## config.mk

```make
export PLATFORM = sky130hd
export DESIGN_NAME = btn_conditioner
export DESIGN_NICKNAME = d
export VERILOG_FILES = /design/src/rtl/btn_pkg.sv /design/src/rtl/btn_debounce_ch.sv /design/src/rtl/btn_conditioner.sv
export SDC_FILE = /design/constraint.sdc
export NUM_CORES = 1
export LEC_CHECK = 0
export CAP_MARGIN = 20
export CORE_AREA = 2 2 76 151
export CTS_CLUSTER_SIZE = 20
export DETAILED_ROUTE_END_ITERATION = 8
export DIE_AREA = 0 0 78 153
export PLACE_DENSITY_LB_ADDON = 0.08
export SLEW_MARGIN = 20
export SYNTH_ARGS = -nofsm -noshare
export SYNTH_HDL_FRONTEND = slang
export SYNTH_SLANG_ARGS = --single-unit
```

## constraint.sdc

```tcl
create_clock -name clk -period 2 [get_ports clk]
set_input_delay 0.3 -clock clk [delete_from_list [all_inputs] [get_ports clk]]
set_output_delay 0.3 -clock clk [all_outputs]
set_load 0.02 [all_outputs]
```

## src/rtl/btn_pkg.sv

```systemverilog
// Shared constants, channel state type and counter sizing for the button conditioner.
package btn_pkg;

    localparam int unsigned NUM_BTN             = 4;
    localparam int unsigned CLK_HZ              = 125_000_000;
    localparam int unsigned DEBOUNCE_MS         = 10;
    localparam int unsigned DEBOUNCE_CYCLES_DEF = (CLK_HZ / 1000) * DEBOUNCE_MS;

    typedef enum logic {
        ST_STABLE    = 1'b0,
        ST_CANDIDATE = 1'b1
    } ch_state_e;

    // Bits needed to hold a count of 0..n inclusive, never less than one.
    function automatic int unsigned cnt_width(input int unsigned n);
        int unsigned w;
        w = 1;
        while ((64'(1) << w) <= 64'(n)) begin
            w = w + 1;
        end
        return w;
    endfunction

endpackage

```

## src/rtl/btn_debounce_ch.sv

```systemverilog
// One button channel: two-flop synchronizer, stability counter, debounced level and press strobe.
module btn_debounce_ch
    import btn_pkg::*;
#(
    parameter int unsigned DEBOUNCE_CYCLES = DEBOUNCE_CYCLES_DEF
) (
    input  logic clk,
    input  logic clr,
    input  logic btn_raw,
    output logic level,
    output logic pulse,
    output logic pulse_next_c
);

    localparam int unsigned CNT_W = cnt_width(DEBOUNCE_CYCLES);
    localparam logic [CNT_W-1:0] CNT_MAX = CNT_W'(DEBOUNCE_CYCLES);

    logic             sync1_q, sync1_d;
    logic             sync2_q, sync2_d;
    ch_state_e        state_q, state_d;
    logic [CNT_W-1:0] cnt_q, cnt_d;
    logic             level_q, level_d;
    logic             pulse_q, pulse_d;

    always_ff @(posedge clk) begin
        if (clr) begin
            sync1_q <= 1'b0;
            sync2_q <= 1'b0;
            state_q <= ST_STABLE;
            cnt_q   <= '0;
            level_q <= 1'b0;
            pulse_q <= 1'b0;
        end else begin
            sync1_q <= sync1_d;
            sync2_q <= sync2_d;
            state_q <= state_d;
            cnt_q   <= cnt_d;
            level_q <= level_d;
            pulse_q <= pulse_d;
        end
    end

    // A level change is accepted only after the synchronized input disagrees for a full count.
    always_comb begin
        sync1_d = btn_raw;
        sync2_d = sync1_q;
        state_d = state_q;
        cnt_d   = cnt_q;
        level_d = level_q;

        unique case (state_q)
            ST_STABLE: begin
                cnt_d = '0;
                if (sync2_q != level_q) begin
                    state_d = ST_CANDIDATE;
                    cnt_d   = CNT_W'(1);
                end
            end
            ST_CANDIDATE: begin
                if (sync2_q == level_q) begin
                    state_d = ST_STABLE;
                    cnt_d   = '0;
                end else if (cnt_q == CNT_MAX) begin
                    state_d = ST_STABLE;
                    cnt_d   = '0;
                    level_d = ~level_q;
                end else begin
                    cnt_d = cnt_q + CNT_W'(1);
                end
            end
            default: begin
                state_d = ST_STABLE;
                cnt_d   = '0;
            end
        endcase

        pulse_d = level_d & ~level_q;
    end

    assign level        = level_q;
    assign pulse        = pulse_q;
    assign pulse_next_c = pulse_d;

endmodule

```

## src/rtl/btn_conditioner.sv

```systemverilog
// Four independent debounced button channels with a combined registered press strobe.
module btn_conditioner
    import btn_pkg::*;
#(
    parameter int unsigned DEBOUNCE_CYCLES = DEBOUNCE_CYCLES_DEF
) (
    input  logic               clk,
    input  logic               clr,
    input  logic [NUM_BTN-1:0] btn_raw,
    output logic [NUM_BTN-1:0] btn_level,
    output logic [NUM_BTN-1:0] btn_pulse,
    output logic               any_pulse
);

    logic [NUM_BTN-1:0] pulse_next;
    logic               any_pulse_q, any_pulse_d;

    for (genvar i = 0; i < NUM_BTN; i++) begin : g_ch
        btn_debounce_ch #(
            .DEBOUNCE_CYCLES(DEBOUNCE_CYCLES)
        ) u_ch (
            .clk         (clk),
            .clr         (clr),
            .btn_raw     (btn_raw[i]),
            .level       (btn_level[i]),
            .pulse       (btn_pulse[i]),
            .pulse_next_c(pulse_next[i])
        );
    end

    // Built from the channels' next-state strobes so it lines up with btn_pulse.
    always_comb begin
        any_pulse_d = |pulse_next;
    end

    always_ff @(posedge clk) begin
        if (clr) begin
            any_pulse_q <= 1'b0;
        end else begin
            any_pulse_q <= any_pulse_d;
        end
    end

    assign any_pulse = any_pulse_q;

endmodule

```

After elaboration in Yosys (flattened, before gate mapping):

Cells that the tools add are included.

* register bits after elaboration: 105
* bits of input ports: 6
* logic and storage cells: 98

* $add $sub $neg: 4
* equal/unequal tests: 12
* multiplexer cells: 44
* bitwise logic cells: 12
* reduce and logical (&&, ||, !) cells: 1

Operators with widths (number)
* 2-to-1 mux 21 bit: 8
* one-hot mux 21 bit (2 select lines): 4
* adder 21 x 1 -> 21 bit (second input constant): 4
* == test 21 bit (second input constant): 4
* 2-to-1 mux 1 bit: 28
* NOT 1 bit: 8
* one-hot mux 1 bit (2 select lines): 4
* bitwise AND 1 bit: 4
* == test 1 bit: 4
* inequality test 1 bit: 4
* OR reduction 4 bit: 1

Longest topological paths before layout:

Gate-level depths: netlist of the first run.

* depth after elaboration: 6
* depth in mapped cells: 7

Modules after synthesis:

Synthesis of the first run repeated with hierarchy kept, for this count alone.

* cell total of the unflattened synthesis: 571
* area total of the unflattened synthesis: 4934.7 um^2

By module, submodules not included
* btn_debounce_ch: times used 4, cells an instance 142, area each 1226.2 um^2, seq. area each 520.5 um^2
* btn_conditioner: times used 1, cells an instance 3, area each 30.0 um^2, seq. area each 20.0 um^2

Least setup slack after synthesis of the first run:

OpenSTA, ideal clock, no wires.

* path kind: register -> register
* start: register g_ch[1].u_ch.cnt_q[0]
* end: register g_ch[1].u_ch.cnt_q[20]
* library setup time: 71 ps
* data arrival time: 1910 ps
* required time: 1929 ps
* setup slack: 19 ps
* stages on the path, launching flop included: 7
* path buffers: 1
* clock period less this slack: 1981 ps
* path through: dfxtp_1 ha_1 nand3_1 or4_1 clkbuf_1 or4_1 a21oi_1

* cells in the longest elaborated chain, start to end: 4
* elaborated cells on any way between the ends: 5
* classes of those cells: add/sub (1); eq/ne (1); mux (3)

Ends and longest elaborated chain
* from (decl): RTL line btn_debounce_ch.sv:21 `logic [CNT_W-1:0] cnt_q, cnt_d;`
* from (signal assigned): RTL line btn_debounce_ch.sv:37 `cnt_q <= cnt_d;`
* adder 21 x 1 -> 21 bit or == test 21 bit (tied branches): RTL line btn_debounce_ch.sv:68, btn_debounce_ch.sv:63
* 2-to-1 mux 21 bit *: RTL line btn_debounce_ch.sv:63 `end else if (cnt_q == CNT_MAX) begin`
* 2-to-1 mux 21 bit *: RTL line btn_debounce_ch.sv:60 `if (sync2_q == level_q) begin`
* one-hot mux 21 bit (2 select lines) *: RTL line btn_debounce_ch.sv:51 `unique case (state_q)`

Mark *: on every way between the ends. The rest lies on a longest branch, timed or not.
A chain may end at the register's enable or synchronous reset.

Final worst setup path of the first run:

* start: register g_ch[1].u_ch.cnt_q[0]
* end: register g_ch[1].u_ch.cnt_q[18]

The elaborated chain is that of the path after synthesis.

==> results of run 1 <==
## cells by family (layout without fill, tap and decap cells)
| logic type | after synthesis | after routing | share of synthesized area, % |
|---|---|---|---|
| AND/OR/NAND/NOR | 250 | 250 | 29.6 |
| XOR/XNOR | 55 | 55 | 10.1 |
| adder cells (fa/ha/maj) | 8 | 8 | 2.10 |
| AO/OA/AOI/OAI | 76 | 76 | 9.40 |
| buffers and inverters | 51 | 95 | 4.75 |
| flip-flops | 105 | 105 | 44.1 |
## cell type report
cell class | instances | area, um2
inverters | 28 | 105
flip-flops and latches | 105 | 2100
well taps | 140 | 175
repair buffers | 51 | 455
fillers | 1043 | 5220
clock inverters | 5 | 56.3
multi-input cells | 389 | 2460
clock buffers | 11 | 233
## metrics by stage
stage,area [um2],setup slack [ns],utilization [%]
after global placement,5280,0.0886,48.8
final,5590,0.0714,51.7
after floorplan,4770,0.0192,-
after detailed placement,5280,0.0227,48.8
after CTS,5570,0.0203,51.5
after global routing,5590,0.00472,51.7
## per-layer routing
metal	global-route usage, %	vias up
li1	-	2014
met1	19.9	1866
met2	33.2	60
met3	3.07	16
met4	7.18	0
met5	0	-
## worst max-delay path by stage
stage | from | end | slack [ns] | cells past startpoint
final | g_ch[1].u_ch.cnt_q[0] | g_ch[1].u_ch.cnt_q[18] | 0.07 | 6
after detailed placement | g_ch[2].u_ch.cnt_q[0] | g_ch[2].u_ch.cnt_q[20] | 0.02 | 5
after global routing | g_ch[1].u_ch.cnt_q[1] | g_ch[1].u_ch.cnt_q[18] | 0.005 | 6
after global placement | g_ch[3].u_ch.cnt_q[0] | any_pulse | 0.09 | 6
after CTS | g_ch[1].u_ch.cnt_q[1] | g_ch[1].u_ch.cnt_q[16] | 0.02 | 6
after floorplan | g_ch[1].u_ch.cnt_q[0] | g_ch[1].u_ch.cnt_q[20] | 0.02 | 6
## synthesized netlist by cell type, types with 2 or more instances
library cell	n
nor2_1	62
or3_1	15
xnor2_1	31
ha_1	8
nor4_1	12
buf_2	3
nand3_1	31
and4_1	9
or4b_1	2
nor4bb_1	5
or4_4	3
nand4b_1	2
o21ai_0	21
a31oi_1	4
nand4_1	20
o31ai_1	11
dfxtp_1	105
nand2_1	31
and3_1	12
a211o_1	4
nor2b_1	9
xor2_1	24
nor4b_1	5
inv_1	28
or2_2	2
a21oi_1	33
clkbuf_1	11
nor3_1	9
buf_4	8
or4_1	14
## power by group through the flow
stage / registers (uW) / clock network, uW / logic (uW)
after global routing: 2110 / 1880 / 49.5
final: 2110 / 1740 / 44.1
after CTS: 2110 / 1790 / 44.0
after global placement: 2160 / 0 / 43.2
after floorplan: 2160 / 0 / 23.1
after detailed placement: 2160 / 0 / 43.9
## sequential cells by signal (all words and copies together) (netlist names)
name and flops:
any_pulse 1, g_ch.u_ch.cnt_q 84, g_ch.u_ch.level 4, g_ch.u_ch.pulse 4, g_ch.u_ch.state_q 4, g_ch.u_ch.sync1_q 4
g_ch.u_ch.sync2_q 4
==> flow_metrics.env, run 1 <==
export IMPL_status="completed"
export IMPL_wire_per_inst_um=13.9
export IMPL_clock_fmax_mhz=519
export IMPL_vias_per_cell=5.43
export IMPL_drt_met1_wl_mm=4.27
export IMPL_fin_tns_setup_ns=0
export IMPL_seqPwrFrac_pct=54.1
export IMPL_numPortBuffers=14
export IMPL_synth_avg_cell_area_um2=8.75
export IMPL_antenna_found_initial=0
export IMPL_start_kind="flip-flop"
export IMPL_dr_wl_met2_mm=5.46
export IMPL_cp_data_required_time_ns=2.28
export IMPL_p_switching_uw=804
export IMPL_p_per_area_mw_per_mm2=697
export IMPL_rr_endpoint="g_ch[1].u_ch.cnt_q[18]"
export IMPL_highest_layer="met4"
export IMPL_wl_mm=10.1
export IMPL_holdPathEnd="g_ch[1].u_ch.sync2_q"
export IMPL_ys_top_cells_by_area="dfxtp_1 44%, xnor2_1 5.7%, nor2_1 4.9%"
export IMPL_core_mm2=0.0108
export IMPL_hold_buffers=0
export IMPL_period_share_pct=96.4
export IMPL_syn_inst=545
export IMPL_peakVddDrop_mv=0.470
export IMPL_hold_slack_ns=0.440
export IMPL_rsz0062_at_grt="false"
export IMPL_sw_frac_of_total_pct=20.6
export IMPL_min_path_type="flip-flop to flip-flop"
export IMPL_fin_crit_ns=1.93
export IMPL_grt_pass1_wl_mm=17.5
export IMPL_post_dp_hpwl_mm=7.43
export IMPL_rows=54
export IMPL_min_delay_start="g_ch[1].u_ch.sync1_q"
export IMPL_grt_pass1_vias=3894
export IMPL_worst_setup_path_type="flip-flop to flip-flop"
export IMPL_synth_edf_count=0
export IMPL_r2r_slack_ns=0.07
export IMPL_cp_end_kind="flip-flop"
export IMPL_leakage_uw=0.00177
export IMPL_cts_sinks=105
export IMPL_finalHoldViolations=0
export IMPL_clockPowerShare_pct=44.7
export IMPL_finalPower_uw=3900
export IMPL_critPathMaxStageDelay_ns=0.55
export IMPL_globalRouteTotalUtil_pct=18.0
export IMPL_die_area_mm2=0.0119
export IMPL_clkLatencyLatePin_ns=0.35
export IMPL_finalNonFillerCells=729
export IMPL_cts_buffers=9
export IMPL_maxCapViolCount=0
export IMPL_via_count=3956
export IMPL_syn_to_final_growth_pct=17.3
export IMPL_grt_max_degree=21
export IMPL_netlist_area_leader_share_pct=44.1
export IMPL_nNetsFinal=598
export IMPL_cp_data_arrival_time_ns=2.21
export IMPL_clk_pin_slew_ns=0.07
export IMPL_cpMaxStageDelayCell="or4_4"
export IMPL_synthDistinctLibCells=41
export IMPL_rr_startpoint="g_ch[1].u_ch.cnt_q[0]"
export IMPL_yosys_warnings=0
export IMPL_initialDrtViolationCount=143
export IMPL_post_cts_setup_buffers=0
export IMPL_setup_viol=0
export IMPL_n_antenna_cell=0
export IMPL_synth_area_mm2=0.00477
export IMPL_cts_buffer_depth=2
export IMPL_cp_top_family="simple AND/OR/NAND/NOR gates"
export IMPL_worst_hold_path_num_cells=1
export IMPL_tightest_slew_ns=0.601
export IMPL_die_h_um=153
export IMPL_maxSlewViolCount=0
export IMPL_pin_count=15
export IMPL_syn_num_nets=559
export IMPL_cts_htree_levels=3
export IMPL_routabilityCongestion=0.831
export IMPL_dpl_cell_count=713
export IMPL_cts_resized_gates=0
export IMPL_synth_async_reset_ratio_pct=0
export IMPL_worstPathMaxFanout=6
export IMPL_layout_common_cells="104 x dfxtp_1, 62 x nor2_1, 34 x buf_4"
export IMPL_internal_power_uw=3090
export IMPL_cp_buffers_inverters=1
export IMPL_ant_nets=0
export IMPL_synth_ff_type="dfxtp_1"
export IMPL_final_common_cell="dfxtp_1"
export IMPL_crit_chain="ha_2, nand3_2, or4_4, buf_4, or3_1, a21oi_2"
export IMPL_drc=0
export IMPL_cts_tree="done"
export IMPL_cts_root_buffer="clkbuf_16"
export IMPL_reg2reg_depth=6
export IMPL_share_comb_of_total_power_pct=1.1
export IMPL_drtPass1Iterations=4
export IMPL_yosysTopAreaCell="dfxtp_1"
export IMPL_wl_met3_um=228
export IMPL_yosys_register_bits=105
export IMPL_yosysSeqAreaShare_pct=44.1
export IMPL_initial_core_util_pct=44.1
export IMPL_drive_above_1_share_pct=11.7
export IMPL_slew_headroom_pct=59.5
export IMPL_fin_skew_ns=0.00913
export IMPL_grt_overflow_total=0
export IMPL_die_width_um=78
Note: power is estimated with default switching activity, not from simulation.
==> run 2, diff against run 1 <==
CORE_AREA = 2 2 99 197   (was 2 2 76 151)
DIE_AREA = 0 0 101 199   (was 0 0 78 153)
==> run 2 against run 1 <==
  * Combinational power is 2% higher
  * Fmax increased by 0.74%
  * Global-route usage down 5.7 points
  * Critical path depth is 2 lower
  * Clock-buffer cell count up 1
  * Clock power hardly changed
  * Sequential share of layout area decreased by 1.3 points
  * Cell area grew 3.4%
  * Clock skew up 0.0013 ns
==> flow_metrics.env, run 2 (synthesis gave the netlist of run 1 again) <==
export IMPL_fillers=1988
export IMPL_pin_count=15
export IMPL_post_cts_setup_buffers=0
export IMPL_slew_headroom_pct=66.8
export IMPL_clkLatencyLatePin_ns=0.35
export IMPL_cp_common_cell="or4_4"
export IMPL_fin_area_mm2=0.00579
export IMPL_drive_above_1_share_pct=13.7
export IMPL_critPathMaxStageDelay_ns=0.53
export IMPL_cpMaxStageDelayCell="or4_4"
export IMPL_crit_cells=4
export IMPL_die_area_mm2=0.0201
export IMPL_ant_nets=0
export IMPL_maxCapViolCount=0
export IMPL_layout_common_cells="105 x dfxtp_1, 62 x nor2_1, 51 x buf_4"
export IMPL_start_kind="flip-flop"
export IMPL_placed_cell_area_mm2=0.00548
export IMPL_worstPathMaxFanout=4
export IMPL_core_mm2=0.0187
export IMPL_cp_data_arrival_time_ns=2.19
export IMPL_worst_setup_path_type="flip-flop to flip-flop"
export IMPL_clock_fmax_mhz=522
export IMPL_routabilityCongestion=0.795
export IMPL_cts_buffer_depth=2
export IMPL_worst_hold_path_num_cells=1
export IMPL_final_common_cell="dfxtp_1"
export IMPL_via_count=3926
export IMPL_grt_max_degree=21
export IMPL_wire_per_inst_um=13.9
export IMPL_cts_buffers=9
export IMPL_syn_to_final_growth_pct=21.4
export IMPL_r2r_slack_ns=0.09
export IMPL_hold_buffers=0
export IMPL_largest_reg_flops=84
export IMPL_wl_met3_um=192
export IMPL_cts_htree_levels=3
export IMPL_highest_layer="met4"
export IMPL_regMostFlops="g_ch.u_ch.cnt_q"
export IMPL_hold_slack_ns=0.441
export IMPL_tightest_slew_ns=0.492
export IMPL_finalHoldViolations=0
export IMPL_wl_mm=11.5
export IMPL_holdPathEnd="g_ch[1].u_ch.sync2_q"
export IMPL_clk_pin_slew_ns=0.07
export IMPL_n_antenna_cell=0
export IMPL_crit_chain="or4_4, or4_4, o32a_1, o221ai_2"
export IMPL_peakVddDrop_mv=0.335
export IMPL_cp_buffers_inverters=0
export IMPL_finalPower_uw=3870
export IMPL_cts_resized_gates=0
export IMPL_setup_viol=0
export IMPL_cts_sinks=105
export IMPL_status="completed"
export IMPL_rr_startpoint="g_ch[0].u_ch.cnt_q[18]"
export IMPL_reg2reg_depth=4
export IMPL_period_share_pct=95.7
export IMPL_fin_skew_ns=0.0105
export IMPL_min_delay_start="g_ch[1].u_ch.sync1_q"
export IMPL_dr_wl_met2_mm=6.31
export IMPL_fin_crit_ns=1.91
export IMPL_vias_per_cell=4.76
export IMPL_drtPass1Iterations=4
export IMPL_drt_met1_wl_mm=4.60
export IMPL_p_per_area_mw_per_mm2=669
export IMPL_initial_core_util_pct=25.6
export IMPL_cp_data_required_time_ns=2.28
export IMPL_leakage_uw=0.00185
export IMPL_antenna_found_initial=0
export IMPL_die_width_um=101
export IMPL_grt_overflow_total=0
export IMPL_cp_top_family="simple AND/OR/NAND/NOR gates"
export IMPL_numPortBuffers=14
export IMPL_initialDrtViolationCount=80
export IMPL_drc=0
export IMPL_rr_endpoint="any_pulse"
export IMPL_grt_pass1_vias=4022
export IMPL_post_dp_hpwl_mm=8.66
export IMPL_min_path_type="flip-flop to flip-flop"
export IMPL_rows=71
export IMPL_cts_tree="done"
export IMPL_cp_end_kind="flip-flop"
export IMPL_maxSlewViolCount=0
export IMPL_globalRouteTotalUtil_pct=12.3
export IMPL_grt_pass1_wl_mm=19.3
export IMPL_nNetsFinal=614
export IMPL_cts_root_buffer="clkbuf_16"
export IMPL_die_h_um=199
## run 2: changes by cell type in the layout (fill, tap and decap cells not counted), sizes merged
cell and delta:
clkinv -2, clkinvlp +2, buf +16, bufinv -1
clkbuf +1
## run 2: how the worst max path moves through the flow
stage,startpoint,to,slack [ns]
2_1_floorplan,g_ch[1].u_ch.cnt_q[0],g_ch[1].u_ch.cnt_q[20],0.02
3_3_place_gp,g_ch[3].u_ch.cnt_q[0],any_pulse,0.09
3_5_place_dp,g_ch[3].u_ch.cnt_q[0],any_pulse,0.05
4_1_cts,g_ch[1].u_ch.cnt_q[0],g_ch[1].u_ch.cnt_q[16],0.03
5_1_grt,g_ch[1].u_ch.cnt_q[0],g_ch[1].u_ch.cnt_q[18],-0.004
6_report,g_ch[0].u_ch.cnt_q[18],any_pulse,0.09
## run 2: worst register-to-register path: cells and delay by family, from the launching register on
| family | cells | cell delay [ns] |
|---|---|---|
| AND/OR/NAND/NOR | 2 | 1.04 |
| AO/OA/AOI/OAI | 2 | 0.48 |
| flip-flops | 1 | 0.32 |
## run 2: final cells by class
type	instances	area, um2	share of cell area [%]
Tap cell	219	274	4.74
Timing Repair Buffer	67	563	9.73
Inverter	28	105	1.82
Multi-Input combinational cell	389	2460	42.5
Clock buffer	12	256	4.43
Clock inverter	4	27.5	0.476
Sequential cell	105	2100	36.3
## run 2: per-layer routing
metal  GRT usage (%)  vias up
met5               0        -
met4            6.86        0
met3            1.69       17
met2            23.5       32
met1            12.4     1841
li1                -     2036
## run 2: through the flow
stage	utilization, %	worst slack [ns]	setup TNS [ns]	cells
2_1_floorplan	-	0.0192	0	545
3_3_place_gp	29.4	0.0891	0	808
3_5_place_dp	29.4	0.0550	0	808
4_1_cts	30.9	0.0317	0	824
5_1_grt	31.0	-0.00375	-0.00375	824
6_report	31.0	0.0856	0	824
## run 2: power by group
group,leakage (uW),internal (uW),switching [uW]
Clock,0.000131,912,802
Combinational,0.000867,23.3,22.0
Sequential,0.000848,2100,7.97
Total,0.00185,3040,832
